**config.mk**
```make
export PLATFORM = sky130hd
export DESIGN_NAME = baud_gen_frac
export DESIGN_NICKNAME = d
export VERILOG_FILES = /design/src/rtl/baud_gen_frac.sv
export SDC_FILE = /design/constraint.sdc
export NUM_CORES = 1
export LEC_CHECK = 0
export ABC_AREA = 1
export CAP_MARGIN = 0
export CORE_MARGIN = 4
export CORE_UTILIZATION = 64
export DETAILED_ROUTE_END_ITERATION = 10
export PLACE_DENSITY_LB_ADDON = 0.3
export SYNTH_ARGS = -nofsm -noshare
export SYNTH_HDL_FRONTEND = slang
export SYNTH_SLANG_ARGS = --single-unit
```
**constraint.sdc**
```tcl
create_clock -name clk -period 8 [get_ports clk]
set_input_delay 1.6 -clock clk [delete_from_list [all_inputs] [get_ports clk]]
set_output_delay 1.6 -clock clk [all_outputs]
set_load 0.03 [all_outputs]
```
**src/rtl/baud_gen_frac.sv**
```systemverilog
// rtl/baud_gen_frac.sv - fractional-N baud generator with handshaked reconfiguration
module baud_gen_frac #(
  parameter int                   ACC_WIDTH   = 32,
  parameter int                   OVS_MAX     = 16,
  parameter logic [ACC_WIDTH-1:0] DEFAULT_INC = 79164837,
  parameter int                   DEFAULT_OVS = 16,
  localparam int                  OVS_W       = $clog2(OVS_MAX)
) (
  input  logic                 clk,
  input  logic                 reset,
  input  logic                 enable,
  input  logic                 resync,
  input  logic [ACC_WIDTH-1:0] cfg_inc,
  input  logic [OVS_W-1:0]     cfg_ovs_m1,
  input  logic                 cfg_valid,
  output logic                 cfg_ready,
  output logic                 tick_ovs,
  output logic                 baud_tick,
  output logic [OVS_W-1:0]     ovs_phase
);

  localparam logic [OVS_W-1:0] DEF_OVS_M1 = OVS_W'(DEFAULT_OVS - 1);

  logic [ACC_WIDTH-1:0] acc;
  logic [ACC_WIDTH-1:0] inc_act;
  logic [ACC_WIDTH-1:0] inc_sh;
  logic [OVS_W-1:0]     ovs_m1_act;
  logic [OVS_W-1:0]     ovs_m1_sh;
  logic [ACC_WIDTH:0]   sum;
  logic                 carry;
  logic                 bit_end;
  logic                 apply_cfg;
  logic                 take_cfg;

  assign sum       = {1'b0, acc} + {1'b0, inc_act};
  assign carry     = sum[ACC_WIDTH];
  assign bit_end   = carry && (ovs_phase == ovs_m1_act);
  // cfg_ready low means the shadow holds a pending config
  assign apply_cfg = !cfg_ready && (!enable || resync || bit_end);
  assign take_cfg  = cfg_valid && cfg_ready;

  always_ff @(posedge clk or posedge reset) begin
    if (reset) begin
      acc        <= '0;
      inc_act    <= DEFAULT_INC;
      ovs_m1_act <= DEF_OVS_M1;
      inc_sh     <= '0;
      ovs_m1_sh  <= '0;
      cfg_ready  <= 1'b1;
      tick_ovs   <= 1'b0;
      baud_tick  <= 1'b0;
      ovs_phase  <= '0;
    end else begin
      if (!enable || resync) begin
        // a carry coinciding with resync is deliberately discarded
        acc       <= '0;
        ovs_phase <= '0;
        tick_ovs  <= 1'b0;
        baud_tick <= 1'b0;
      end else begin
        acc       <= sum[ACC_WIDTH-1:0];
        tick_ovs  <= carry;
        baud_tick <= bit_end;
        if (carry) begin
          ovs_phase <= bit_end ? '0 : ovs_phase + OVS_W'(1);
        end
      end

      if (apply_cfg) begin
        inc_act    <= inc_sh;
        ovs_m1_act <= ovs_m1_sh;
        cfg_ready  <= 1'b1;
      end else if (take_cfg) begin
        inc_sh     <= cfg_inc;
        ovs_m1_sh  <= cfg_ovs_m1;
        cfg_ready  <= 1'b0;
      end
    end
  end

endmodule

```
==> results of run 1 <==
power by group through the flow:
| stage | Sequential [mW] | Clock, mW | Combinational (mW) |
|---|---|---|---|
| after floorplan | 0.937 | 0 | 0.869 |
| after global placement | 0.993 | 0 | 1.02 |
| after detailed placement | 1.01 | 0 | 1.06 |
| after CTS | 0.997 | 0.366 | 1.07 |
| after global routing | 1.02 | 0.389 | 1.22 |
| final | 1.00 | 0.360 | 1.07 |
synthesized netlist by cell type:
| library cell | number | area, sq um |
|---|---|---|
| nand2_1 | 216 | 810.8 |
| dfrtp_1 | 89 | 2227 |
| nor2_1 | 77 | 289.0 |
| inv_1 | 72 | 270.3 |
| a21oi_1 | 49 | 245.2 |
| nand4_1 | 38 | 237.7 |
| mux2_2 | 36 | 405.4 |
| ha_1 | 33 | 412.9 |
| o21ai_0 | 25 | 125.1 |
| dfstp_2 | 22 | 578.1 |
| nand3_1 | 21 | 105.1 |
| nand2_2 | 15 | 93.84 |
| nand2_4 | 12 | 135.1 |
| clkbuf_1 | 11 | 41.29 |
| nor3_1 | 7 | 35.03 |
| buf_6 | 5 | 56.30 |
| o21bai_1 | 5 | 37.54 |
| xnor2_1 | 5 | 43.79 |
| xor2_1 | 5 | 43.79 |
| a21o_1 | 3 | 22.52 |
| a21oi_2 | 3 | 26.28 |
| buf_2 | 3 | 15.01 |
| nor2_2 | 3 | 18.77 |
| nand3_4 | 2 | 35.03 |
| a21boi_0 | 1 | 7.510 |
| buf_12 | 1 | 20.02 |
| fa_1 | 1 | 20.02 |
| inv_2 | 1 | 3.750 |
| nand3b_1 | 1 | 7.510 |
| nand4_2 | 1 | 12.51 |
| nor3_2 | 1 | 10.01 |
| nor4_1 | 1 | 6.260 |
| o21a_1 | 1 | 7.510 |
| or2_1 | 1 | 6.260 |
| or2_2 | 1 | 6.260 |
path summary, 6_finish.rpt:
kind                                    start       endpoint  depth (start not counted)
worst max-delay path                   enable     inc_act[4]                          8
worst min-delay path            ovs_m1_act[3]  ovs_m1_act[3]                          2
worst max register to register     inc_act[0]     inc_act[4]                         15
worst min register to register  ovs_m1_act[3]  ovs_m1_act[3]                          2
max in group asynchronous               reset    inc_act[24]                          3
min in group asynchronous               reset      inc_sh[5]                          2
sequential cells by signal, summed over array words and instances (netlist names):
name	count
tick_ovs	1
ovs_m1_sh	4
baud_tick	1
ovs_m1_act	4
inc_sh	32
inc_act	32
ovs_phase	4
acc	32
cfg_ready	1
per-stage QoR:
stage	std cells	area (sq um)	total power [mW]	setup slack (ns)
2_1_floorplan	768	6419	1.806	3.506
3_3_place_gp	932	6958	2.015	4.105
3_5_place_dp	932	6958	2.071	4.040
4_1_cts	948	7164	2.433	4.471
5_1_grt	948	7164	2.630	4.230
6_report	948	7164	2.437	4.443
cells by family after synthesis:
kind of cell / share of synthesized area [%]
fa+ha+maj: 6.745
mux: 6.316
flops: 43.70
buf+inv: 6.335
xor+xnor: 1.364
compound gates: 7.349
simple gates: 28.19
cell type report:
class | instances | share of cell area [%]
timing repair buffer | 51 | 6.986
clock buffer | 10 | 1.781
multi-input combinational | 564 | 44.80
tap | 133 | 2.323
sequential | 111 | 39.15
clock inverter | 6 | 1.100
inverter | 73 | 3.860
critical path, delay by kind of cell:
kind	cells	cell delay [ns]
buf+inv	3	0.84
simple gates	5	1.43
per-layer routing:
layer / wire length [um] / vias to the layer above / global-route usage [%]
li1: - / 2602 / -
met2: 6951 / 137 / 44.09
met1: 6945 / 2487 / 39.15
met5: 0 / - / 0
met3: 774 / 23 / 5.672
met4: 266 / 0 / 8.296
==> metrics.md, run 1 <==
| Metric | Value |
|---|---|
| Status | finished clean |
| Most frequent cells in the layout | nand2_1, dfrtp_1, nor2_1, inv_1, a21oi_1 |
| Clock-pin slew reported for the worst setup and hold paths after clock tree synthesis | 0.10 ns |
| Internal power consumption | 1.397 mW |
| Largest stage delay on the critical path | 0.65 ns |
| CTS Hold Buffers Added | 0 |
| Core Region | just under 10000 sq um |
| Worst Hold Class | flop to flop |
| Maximum capacitance violations | 0 |
| Post-cts repair resize count | 0 |
| Crit-path max FO | 37 |
| Maximum vdd ir drop | roughly 0.22 mV |
| Most common cell on crit path | nand2_1 |
| Cell leakage power | 3.623 nW |
| Remaining global-route overflow | 0 |
| RD Place Congestion | between 1 and 1.5 |
| Summed instance area of the synthesized netlist | about 6400 sq um |
| Power per cell area | roughly 340 nW/um^2 |
| Flop pwr share | 41.1% |
| Die width | around 110 um |
| Total of buffers placed on input and output ports | 47 |
| Clock tree from TritonCTS | yes |
| Vertical extent of the die | 108.1 um |
| Min Clock Period, post-route | 3.558 ns |
| Number of clock sinks | about 110 |
| Avg Synthesized Cell Area | 8.358 sq um |
| Comb power frac | about 44% |
| Worst-path cell chain | clkdlybuf4s50_1 -> inv_1 -> nor2_2 -> buf_4 -> nand2_2 -> nand3_4 -> nand2_1 -> nand2_1 |
| Psw | ~1.0 mW |
| Fraction of power spent switching nets | 42.69% |
| Part of the cycle the worst path needs | between 40 and 50% |
| Highest attainable clock frequency | between 200 and 300 MHz |
| RSZ-0062 raised after global routing | false |
| Routed Wire Length | approximately 15000 um |
| Average vias per placed instance | between 5 and 6 |
| Clk pwr share | 14.8% |
| Number of global-route vias before repair | between 5000 and 6000 |
| Wire length of the first global-routing pass | 25430 um |
| Yosys synthesis warning count | 0 |
| Core Util, Final | approximately three quarters |
| Count of boundary I/O pins | 48 |
| Bufs on Longest Clock Path | 2 |
| Residual DRC count | 0 |
| Endpoints failing setup | 0 |
| H-Tree Depth | 3 |
| Pin count of the biggest net entering global routing | 66 |
| Number of storage elements in the synthesis netlist | roughly 110 |
| Growth of design area from synthesis to finish | 11.62% |
| Vias post-DR | between 5000 and 6000 |
| Cells after synthesis | 768 |
| Critical path data arrival time | a little under 4 ns |
| Library cell used as clock root buffer | clkbuf_8 |
| Ant diodes | 0 |
| Number of buffers inserted by post-CTS setup repair | 0 |
| Slowest cell on the critical path | nand3_4 |
| Number of nets in the final layout | between 800 and 900 |
| Combined area of the multi-input logic cells | 3209 sq um |
| Layout fillers | 761 |
| Number of nets still failing antenna checks after routing | 0 |
| Hold slack | ~0.48 ns |
| CP Class | input pin to flop |
| Number of distinct standard cells referenced by the synthesized netlist | 35 |
| Std cell rows | 36 |
| Detail Placement HPWL | approximately 11000 um |
| Syn nets | between 800 and 900 |
| Number of antenna violations at the first check in global routing | 0 |
| Critical path startpoint category | input pin |
| Wirelength per Cell | roughly 16 um |
| Effective utilization at floorplan | around two thirds |
| Clock Skew | around 0.016 ns |
| Final total negative setup slack | 0 ns |
| Fraction of layout cells with a size suffix above 1 | between 10% and 20% |
| Required time of the critical path | between 8 and 9 ns |
| Drt first-iter violations | between 300 and 400 |
| R2r setup slk | 4.78 ns |
| Worst-skew pair later-pin latency | just under 0.4 ns |
| Number of failing hold endpoints at the final stage | 0 |
| Commonest non-fill, non-tap cell in the layout | nand2_1 |
| Sequential cell area in the final layout | about 2800 sq um |
| Total Die Area | ~12000 sq um |
| Crit end category | flop |
| Pins Over Slew Limit | 0 |
| Fraction of the yosys area taken by sequential cells | a little over two fifths |
| First-pass detailed-route iteration total | 4 |
| Clock buffers created by TritonCTS | 9 |
| Slew at the pin with the worst max-slew slack | 0.7911 ns |
| Worst slew margin relative to its limit | between 40% and 50% |
| Global-route total usage across every layer | 27.88% |
No activity file was read; power rests on OpenSTA's default activity.
==> run 2: changes to the inputs <==
CORE_UTILIZATION = 53   (was 64)
clock period = 3.1 ns   (was 8 ns; I/O delays follow)
==> metrics.md, run 2 (same netlist as run 1, synthesis figures left out) <==
| Metric | Value |
|---|---|
| Status | finished clean |
| Fraction of layout cells with a size suffix above 1 | 14.69% (+0.21 points) |
| Average vias per placed instance | 5.581 (+0.80%) |
| Detail Placement HPWL | 11250 um (-2.0%) |
| Launch point of the worst reg-to-reg path | inc_act[0] |
| Total Die Area | 13940 sq um (+19%) |
| Number of antenna violations at the first check in global routing | 0 (unchanged) |
| Worst Hold Class | flop to flop |
| Registers with the most flip-flops | acc x32, inc_act x32, inc_sh x32 |
| Ant diodes | 0 (unchanged) |
| Wire length of the first global-routing pass | 25510 um (+0.33%) |
| Vias post-DR | 5358 (+2.1%) |
| Die width | 118.1 um (+9.2%) |
| First-pass detailed-route iteration total | 5 (+1) |
| Critical path data arrival time | 3.16 ns (-0.72 ns) |
| Number of nets still failing antenna checks after routing | 0 (unchanged) |
| Worst slack at placement | 0.2219 ns (-3.818 ns) |
| Most congested layer reported by global routing | met2 |
| Clock-pin slew reported for the worst setup and hold paths after clock tree synthesis | 0.08 ns (-0.02 ns) |
| Fraction of met1 tracks used by global routing | 30.96% (-8.2 points) |
| Critical path startpoint category | flop |
| CP Class | flop to flop |
| Clock buffers created by TritonCTS | 9 (unchanged) |
| Number of buffers inserted by post-CTS setup repair | 0 (unchanged) |
| Number of failing hold endpoints at the final stage | 0 (unchanged) |
| R2R depth | 15 (unchanged) |
| Pins Over Slew Limit | 0 (unchanged) |
| Critical path startpoint | inc_act[0] |
| H-Tree Depth | 3 (unchanged) |
| Layout fillers | 939 (+23%) |
| Core Region | 11610 sq um (+19%) |
| Number of global-route vias before repair | 5481 (+3.6%) |
| Sum of buffers and inverters on the critical path | 2 (-1) |
| Most frequent cells in the layout | nand2_1, dfrtp_1, nor2_1, inv_1, a21oi_1 |
| Flop pwr share | 39.3% (-1.8 points) |
| Maximum capacitance violations | 0 (unchanged) |
| CTS Hold Buffers Added | 0 (unchanged) |
| Library cell used as clock root buffer | clkbuf_16 |
| Commonest non-fill, non-tap cell in the layout | nand2_1 |
| Required time of the critical path | 3.35 ns (-4.97 ns) |
| Slowest cell on the critical path | dfstp_2 |
| Pin count of the biggest net entering global routing | 57 (-14%) |
| Worst setup slack after layout | 0.1949 ns (-4.248 ns) |
| Endpoints failing setup | 0 (unchanged) |
| Cell family contributing the most delay on the critical path | simple AND/OR/NAND/NOR gates |
| RSZ-0062 raised after global routing | true |
| Vertical extent of the die | 118.1 um (+9.2%) |
| Crit-path max FO | 37 (unchanged) |
| Residual DRC count | 0 (unchanged) |
| Sequential cell area in the final layout | 2805 sq um (unchanged) |
| Part of the cycle the worst path needs | 93.71% |
| Psw | 2.731 mW (+160%) |
| Comb power frac | 43.3% (-0.8 points) |
| Remaining global-route overflow | 0 (unchanged) |
| Highest attainable clock frequency | approximately 340 MHz |
| Crit path to | inc_act[29] |
| Fraction of power spent switching nets | 41.90% (-0.79 points) |
| Combined area of the multi-input logic cells | 3209 sq um (unchanged) |
| Largest stage delay on the critical path | 0.54 ns (-0.11 ns) |
| Most common cell on crit path | nand2_1 |
| Global-route total usage across every layer | 22.39% (-5.5 points) |
| Power per cell area | 893.7 nW/um^2 (+160%) |
| Maximum vdd ir drop | 0.5236 mV (+140%) |
| Hold slack | 0.4763 ns (-0.003456 ns) |
| Number of clock sinks | 111 (unchanged) |
| Post-cts repair resize count | 0 (unchanged) |
| Total of buffers placed on input and output ports | 47 (unchanged) |
| Std cell rows | 39 (+8.3%) |
| Internal power consumption | 3.787 mW (+170%) |
| Clock tree from TritonCTS | yes |
| R2r setup slk | 0.19 ns (-4.59 ns) |
| R2r endpoint | inc_act[29] |
| Growth of design area from synthesis to finish | 13.63% |
| Clock Skew | 0.006902 ns (-0.009482 ns) |
| GR met2 Demand/Resource | 35.72% (-8.4 points) |
| GR Util met3 | 2.595% (-3.1 points) |
| Cell leakage power | 3.672 nW (+1.4%) |
| Crit end category | flop |
| RD Place Congestion | 0.9736 (-3.5%) |
| Number of nets in the final layout | 887 (+0.23%) |
| Clk pwr share | 17.4% (+2.6 points) |
| Wirelength per Cell | 15.76 um (about the same) |
| Slew at the pin with the worst max-slew slack | 1.223 ns (+0.4322 ns) |
| Routed Wire Length | 15130 um (+1.3%) |
| Effective utilization at floorplan | 55.27% (-10 points) |
| Drt first-iter violations | 347 (-6.2%) |
| Number of cells on the critical path | 15 (+7) |
| Bufs on Longest Clock Path | 2 (unchanged) |
| Worst-skew pair later-pin latency | 0.36 ns (-0.03 ns) |
| Worst-path cell chain | ha_1 -> inv_1 -> fa_1 -> inv_1 -> nand2_1 -> nand2_1 -> nand3_1 -> nand2_2 -> nand2_2 -> nand2_4 -> nand2_4 -> nand3_4 -> nand3_4 -> nand2_1 -> nand2_1 |
| Worst slew margin relative to its limit | 18.35% (-29 points) |
| Min Clock Period, post-route | roughly 2.9 ns |
| Count of boundary I/O pins | 48 (unchanged) |
## run 2: area by class of cell
type / instances / share of cell area [%]
clock buffer: 10 / 3.139
timing repair buffer: 53 / 7.411
inverter: 73 / 3.809
multi-input combinational: 564 / 44.00
clock inverter: 6 / 0.7205
sequential: 111 / 38.46
tap: 143 / 2.453
## run 2: layer usage
metal | wire length [um] | share of wire [%]
met1 | 7016 | 46
met5 | 0 | 0
met3 | 811 | 5.4
met4 | 363 | 2.4
met2 | 6940 | 46
## run 2: power by group through the flow
| stage | Combinational [mW] | Sequential, mW | Clock [mW] |
|---|---|---|---|
| CTS | 2.80 | 2.55 | 1.15 |
| finish | 2.82 | 2.56 | 1.13 |
| detailed placement | 2.77 | 2.57 | 0 |
| floorplan | 2.24 | 2.42 | 0 |
| global placement | 2.66 | 2.55 | 0 |
| global route | 3.16 | 2.61 | 1.21 |
## run 2: worst register-to-register path, cell delays in order, from the launching register on
cell and delay, ns:
dfstp_2 0.54, ha_1 0.18, inv_1 0.06, fa_1 0.38, inv_1 0.09, nand2_1 0.08
nand2_1 0.07, nand3_1 0.07, nand2_2 0.11, nand2_2 0.07, nand2_4 0.09, nand2_4 0.06
nand3_4 0.17, nand3_4 0.50, nand2_1 0.25, nand2_1 0.07
## run 2: through the flow
step                setup TNS (ns)  power, mW  instances  utilization, %  area, sq um
detailed placement               0      5.344        944           60.37         7012
CTS                              0      6.497        960           62.80         7293
global route               -0.4927      6.985        960           62.80         7293
global placement                 0      5.212        944           60.37         7012
floorplan                        0      4.660        768               -         6422
finish                           0      6.518        960           62.80         7293
## run 2: how the worst min path moves through the flow
stage	endpoint	depth (start not counted)	start	slack, ns
after floorplan	inc_act[0]	2	inc_act[0]	0.44
after global placement	inc_act[0]	2	inc_act[0]	0.45
after detailed placement	inc_act[0]	2	inc_act[0]	0.47
after CTS	inc_act[0]	2	inc_act[0]	0.48
after global routing	ovs_m1_act[1]	2	ovs_m1_act[1]	0.49
final	inc_act[17]	2	inc_act[17]	0.48
